===== src/rtl/wait_seq_pkg.sv =====
// Shared state encoding and wait-count helper for the wait sequencer.
package wait_seq_pkg;

  typedef logic [0:0] state_t;

  localparam state_t ST_IDLE = 1'b0;
  localparam state_t ST_WAIT = 1'b1;

  // A programmed wait of zero still occupies one cycle.
  function automatic logic [31:0] eff_wait(input logic [31:0] w);
    return (w == 32'd0) ? 32'd1 : w;
  endfunction

endpackage


===== src/rtl/wait_seq_counter.sv =====
// Down-counter for step dwell time; flags the final cycle of a step (cnt == 1).
module wait_seq_counter
  import wait_seq_pkg::*;
#(
  parameter int unsigned CNT_W = 16
) (
  input  logic             clk,
  input  logic             reset,
  input  logic             load,
  input  logic             dec,
  input  logic             clr,
  input  logic [CNT_W-1:0] load_val,
  output logic [CNT_W-1:0] cnt,
  output logic             last
);

  logic [CNT_W-1:0] cnt_q;

  always_ff @(posedge clk or negedge reset) begin
    if (!reset) begin
      cnt_q <= '0;
    end else if (clr) begin
      cnt_q <= '0;
    end else if (load) begin
      cnt_q <= CNT_W'(eff_wait(32'(load_val)));
    end else if (dec && (cnt_q != '0)) begin
      cnt_q <= cnt_q - 1'b1;
    end
  end

  assign cnt  = cnt_q;
  assign last = (cnt_q == CNT_W'(1));

endmodule


===== src/rtl/wait_seq_thread.sv =====
// Multi-step wait sequencer: steps through NUM_STEPS values, each held for its wait count.
// Optional cancel support is built when WAIT_ABORT_EN is defined.
module wait_seq_thread
  import wait_seq_pkg::*;
#(
  parameter int unsigned DATA_W    = 32,
  parameter int unsigned NUM_STEPS = 4,
  parameter int unsigned CNT_W     = 16,
  localparam int unsigned IDX_W    = (NUM_STEPS > 1) ? $clog2(NUM_STEPS) : 1
) (
  input  logic                          clk,
  input  logic                          reset,
  input  logic                          start,
  input  logic [NUM_STEPS*DATA_W-1:0]   step_val,
  input  logic [NUM_STEPS*CNT_W-1:0]    step_wait,
  output logic [DATA_W-1:0]             out_val,
  output logic [IDX_W-1:0]              step_idx,
  output logic                          busy,
`ifdef WAIT_ABORT_EN
  input  logic                          abort,
  output logic                          aborted,
`endif
  output logic                          done
);

  localparam logic [IDX_W-1:0] LAST_IDX = IDX_W'(NUM_STEPS - 1);

  logic [DATA_W-1:0] vals  [NUM_STEPS];
  logic [CNT_W-1:0]  waits [NUM_STEPS];

  for (genvar k = 0; k < NUM_STEPS; k++) begin : g_unpack
    assign vals[k]  = step_val[k*DATA_W +: DATA_W];
    assign waits[k] = step_wait[k*CNT_W +: CNT_W];
  end

  state_t            state_q, state_d;
  logic [IDX_W-1:0]  idx_q, idx_d, sel_idx;
  logic [DATA_W-1:0] out_q, out_d;
  logic              done_q, done_d;
  logic              cnt_load, cnt_dec, cnt_clr, cnt_last;
  logic [CNT_W-1:0]  cnt;
`ifdef WAIT_ABORT_EN
  logic              aborted_q, aborted_d;
`endif

  wait_seq_counter #(
    .CNT_W (CNT_W)
  ) u_counter (
    .clk      (clk),
    .reset    (reset),
    .load     (cnt_load),
    .dec      (cnt_dec),
    .clr      (cnt_clr),
    .load_val (waits[sel_idx]),
    .cnt      (cnt),
    .last     (cnt_last)
  );

  always_comb begin
    state_d  = state_q;
    idx_d    = idx_q;
    out_d    = out_q;
    done_d   = 1'b0;
    cnt_load = 1'b0;
    cnt_dec  = 1'b0;
    cnt_clr  = 1'b0;
    sel_idx  = idx_q;
`ifdef WAIT_ABORT_EN
    aborted_d = 1'b0;
`endif
    unique case (state_q)
      ST_IDLE: begin
        if (start) begin
          state_d  = ST_WAIT;
          sel_idx  = '0;
          idx_d    = '0;
          out_d    = vals[sel_idx];
          cnt_load = 1'b1;
        end
      end
      ST_WAIT: begin
`ifdef WAIT_ABORT_EN
        // Cancel takes priority over a completion landing on the same edge.
        if (abort) begin
          state_d   = ST_IDLE;
          cnt_clr   = 1'b1;
          aborted_d = 1'b1;
        end else
`endif
        if (cnt_last) begin
          if (idx_q == LAST_IDX) begin
            state_d = ST_IDLE;
            done_d  = 1'b1;
            cnt_dec = 1'b1;
          end else begin
            sel_idx  = idx_q + 1'b1;
            idx_d    = sel_idx;
            out_d    = vals[sel_idx];
            cnt_load = 1'b1;
          end
        end else begin
          cnt_dec = 1'b1;
        end
      end
      default: state_d = ST_IDLE;
    endcase
  end

  always_ff @(posedge clk or negedge reset) begin
    if (!reset) begin
      state_q <= ST_IDLE;
      idx_q   <= '0;
      out_q   <= '0;
      done_q  <= 1'b0;
    end else begin
      state_q <= state_d;
      idx_q   <= idx_d;
      out_q   <= out_d;
      done_q  <= done_d;
    end
  end

`ifdef WAIT_ABORT_EN
  always_ff @(posedge clk or negedge reset) begin
    if (!reset) begin
      aborted_q <= 1'b0;
    end else begin
      aborted_q <= aborted_d;
    end
  end

  assign aborted = aborted_q;
`endif

  assign out_val  = out_q;
  assign step_idx = idx_q;
  assign busy     = (state_q == ST_WAIT);
  assign done     = done_q;

endmodule


===== config.mk =====
export PLATFORM = sky130hd
export DESIGN_NAME = wait_seq_thread
export DESIGN_NICKNAME = d
export VERILOG_FILES = /design/src/rtl/wait_seq_pkg.sv /design/src/rtl/wait_seq_counter.sv /design/src/rtl/wait_seq_thread.sv
export SDC_FILE = /design/constraint.sdc
export NUM_CORES = 1
export LEC_CHECK = 0
export CORE_MARGIN = 2
export CORE_UTILIZATION = 38
export CTS_CLUSTER_DIAMETER = 120
export DETAILED_ROUTE_END_ITERATION = 8
export HOLD_SLACK_MARGIN = 0.05
export PLACE_DENSITY = 0.81
export REMOVE_ABC_BUFFERS = 1
export SYNTH_ARGS = -nofsm -noshare
export SYNTH_HDL_FRONTEND = slang
export SYNTH_SLANG_ARGS = --single-unit

===== constraint.sdc =====
create_clock -name clk -period 3.5 [get_ports clk]
set_input_delay 0.525 -clock clk [delete_from_list [all_inputs] [get_ports clk]]
set_output_delay 0.525 -clock clk [all_outputs]
set_load 0.05 [all_outputs]

==> results.md <==
- CTS tree: yes
- Worst Hold Class: input pin to asynchronous set/reset pin
- Worst R2R Path Depth: 10
- Critical Path AT: 3420 ps
- Vias in the first global route: approximately 4900
- Synthesized flop and latch total: 52
- R2r setup slk: roughly 300 ps
- WS Path Type: register to register
- Reg-to-reg critical path endpoint: u_counter.cnt[0]
- Die Y-Extent: about 100 um
- Share of power burned in registers: around a third
- Hold Fails Final Rpt: 0
- Crit path max fanout: 33
- CTS Buf Count: 5
- Mapped cell area: about 3900 um^2
- Fillers: 870
- Mapped Cells: around 480
- Fraction of power consumed by the clock network: about 14%
- Drt wl/cell: 17.6 um
- Tightest Pin Transition: 821 ps
- Power per cell area: between 300 and 400 nW/um^2
- Final HPWL DP: 11.1 mm
- Post-route clock skew: 10.5 ps
- Placed inst area: between 6000 and 7000 um^2
- Sequential area share after synthesis: 33.6%
- Crit. End Element: register
- Pre-CTS WS: about 340 ps
- Area Growth Syn to Fin: 64.0%
- Die ar.: 11000 um^2
- Internal: around 1.5 mW
- NetSw: around 1.0 mW
- Hold_ws: between 200 and 300 ps
- Maximum clock rate: between 300 and 400 MHz
- Final Core Density: between 60% and 70%
- Final setup margin: 298 ps
- Footprint of the multi-input gates: 2390 um^2
- Clock transition at path regs: 90 ps
- Max-slew headroom: 45.3%
- Comb pwr share: a little over half
- Root Driver: clkbuf_8
- Initial antenna violation count: 0
- Status: completed
- Ys Warns: 0
- Register Area: about 1300 um^2
- Number of max-cap violations: 0
- Crit path buf inv count: 1
- Critical Path Max Stage Delay: ~600 ps
- CP Launch Type: register
- Synth cell types: 40
- Post-synth EDFFs: 0
- H-Tree Depth: 2
- Global-route wire length before repair: 23.5 mm
- Initial Util: 39.4%
- I/O Buffers: 230
- Worst skew pair latency: roughly 300 ps
- Layout Cells excl Fill: just over 800
- RSZ-0062 raised after global routing: false
- Final net count: 881
- Largest net degree at the start of global routing: 63
- Gr usage total: between 20% and 30%
- Post-CTS Setup Inserts: 0
- Drt drc: 0
- Period utilisation layout: between 90% and 100%
- Initial DRC count: 254
- Ports: 231
- Post-route ant nets: 0
- Core area: slightly below 10000 um^2
- Clock buffer depth: 2
- CP Cell Sequence: inv_1, ha_1, or3b_2, nor4_4, mux2_2, a32oi_1, a32oi_1, nor4_1, nand4_1, a22oi_2
- Minimum clock period: 3200 ps
- CTS resizes: 0
- WL final: 14.3 mm
- Gpl congestion: 0.815
- Fin Setup TNS: 0 ps
- Fin area: 6350 um^2
- Total grt overflow: 0
- Clock sinks: 52
- Synthesized area per cell: roughly 8 um^2
- Die Wd: around 100 um
- Ant diodes: 0
- Std-Cell Rows: 36
- Most common flop cell mapped by yosys: dfrtp_1
- Worst EP required: around 3700 ps
- Slew Limit Fails: 0
- TritonRoute pass-1 iters: 5
- Sw Share: 40.0%
- Hold_buf cts: 0
- FFs w/ async S/R, synth: between 90% and 100%
- Via-to-Cell Ratio: about 5.6
- Total power draw: 2.49 mW
- Inst Count DP: around 800
- Worst R2R Start: u_counter.cnt[1]
- Lkg Pwr: roughly 2.5 nW
- Slowest CP cell: mux2_2
- Share of layout cells above drive strength 1: 9.99%
- Vias: around 4600
- Worst path top cell family by delay: simple AND/OR/NAND/NOR gates
- # setup viols final: 0
- Crit-path most repeated cell: a32oi_1
- VDD IR max: 240 uV
-- worst max path at each step --
stage | startpoint | depth (start not counted) | slack [ps] | end
finish | u_counter.cnt[1] | 10 | 300 | u_counter.cnt[0]
global route | u_counter.cnt[1] | 10 | 170 | u_counter.cnt[0]
CTS | u_counter.cnt[1] | 10 | 330 | u_counter.cnt[0]
detailed placement | u_counter.cnt[1] | 10 | 340 | u_counter.cnt[0]
global placement | u_counter.cnt[5] | 8 | 460 | u_counter.cnt[0]
floorplan | step_idx[0] | 4 | -2100 | out_val[0]
-- cells by family (layout without fill, tap and decap cells) --
group           Yosys count  after routing  share of synthesized area [%]
mux                      39             39                           11.4
flops                    52             52                           33.6
xor+xnor                 14             14                           3.17
compound gates          178            178                           28.3
simple gates            135            135                           16.2
buf+inv                  51            257                           5.43
fa+ha+maj                 6              6                           1.94
-- worst register-to-register path: cells and delay by family, from the launching register on --
family,cells,cell delay [ps]
multiplexers,1,600
adder cells (fa/ha/maj),1,170
flip-flops,1,420
AND/OR/NAND/NOR,4,1250
AO/OA/AOI/OAI,3,570
buffers and inverters,1,120
-- metal layers --
layer	part of all wire (%)	GRT usage (%)	up-vias
li1	-	-	2178
met1	38	30.2	2181
met2	53	47.6	196
met3	6.4	5.30	30
met4	2.3	7.71	0
met5	0	0	-
-- cells in the final DEF (no fill, tap or decap), types with 2 or more instances in the layout --
master | synthesis | final
nand2_1 | 72 | 72
mux2_2 | 37 | 37
nor2b_1 | 2 | 2
dfrtp_1 | 52 | 52
clkbuf_1 | 35 | 2
nand2b_1 | 2 | 2
ha_1 | 6 | 6
clkdlybuf4s50_1 | 0 | 229
a21oi_1 | 9 | 9
a32oi_1 | 32 | 32
xor2_1 | 4 | 4
nand3_1 | 16 | 16
xnor2_1 | 10 | 10
clkbuf_8 | 0 | 5
nor3_1 | 8 | 7
nor4_1 | 6 | 6
o22ai_1 | 31 | 31
or3_1 | 2 | 2
buf_4 | 0 | 11
o21ai_0 | 96 | 96
inv_1 | 8 | 8
or4_4 | 3 | 3
nor2_1 | 18 | 18
-- final cells by class --
type                            count  share of cell area [%]
Sequential cell                    52                    20.5
Clock inverter                      1                   0.138
Tap cell                          133                    2.62
Multi-Input combinational cell    372                    37.6
Inverter                            8                   0.473
Clock buffer                        7                    1.20
Timing Repair Buffer              241                    37.5
-- sequential cells by signal (all words and copies together), names as in the netlist --
signal,flops
busy,1
done,1
out_val,32
step_idx,2
u_counter.cnt,16
-- synthesized netlist by cell type, drive strengths merged, types with 4 or more instances --
master | count | area [um^2]
nor4 | 7 | 58.8
mux2 | 38 | 432
nand3 | 16 | 80.1
a32oi | 32 | 280
o22ai | 31 | 194
clkbuf | 35 | 131
a21oi | 9 | 45.0
inv | 8 | 30.0
xor2 | 4 | 35.0
xnor2 | 10 | 87.6
nand2 | 72 | 270
dfrtp | 52 | 1300
or4 | 4 | 41.3
ha | 6 | 75.1
nor3 | 8 | 40.0
nor2 | 18 | 67.6
o21ai | 97 | 485
buf | 8 | 48.8
-- power groups by stage --
stage / registers, mW / clock network, mW / logic [mW]
global placement: 0.839 / 0 / 1.27
finish: 0.844 / 0.336 / 1.31
CTS: 0.842 / 0.344 / 1.32
global route: 0.863 / 0.375 / 1.42
detailed placement: 0.853 / 0 / 1.31
floorplan: 1.03 / 0 / 0.589
(Power assumes the default switching activity.)
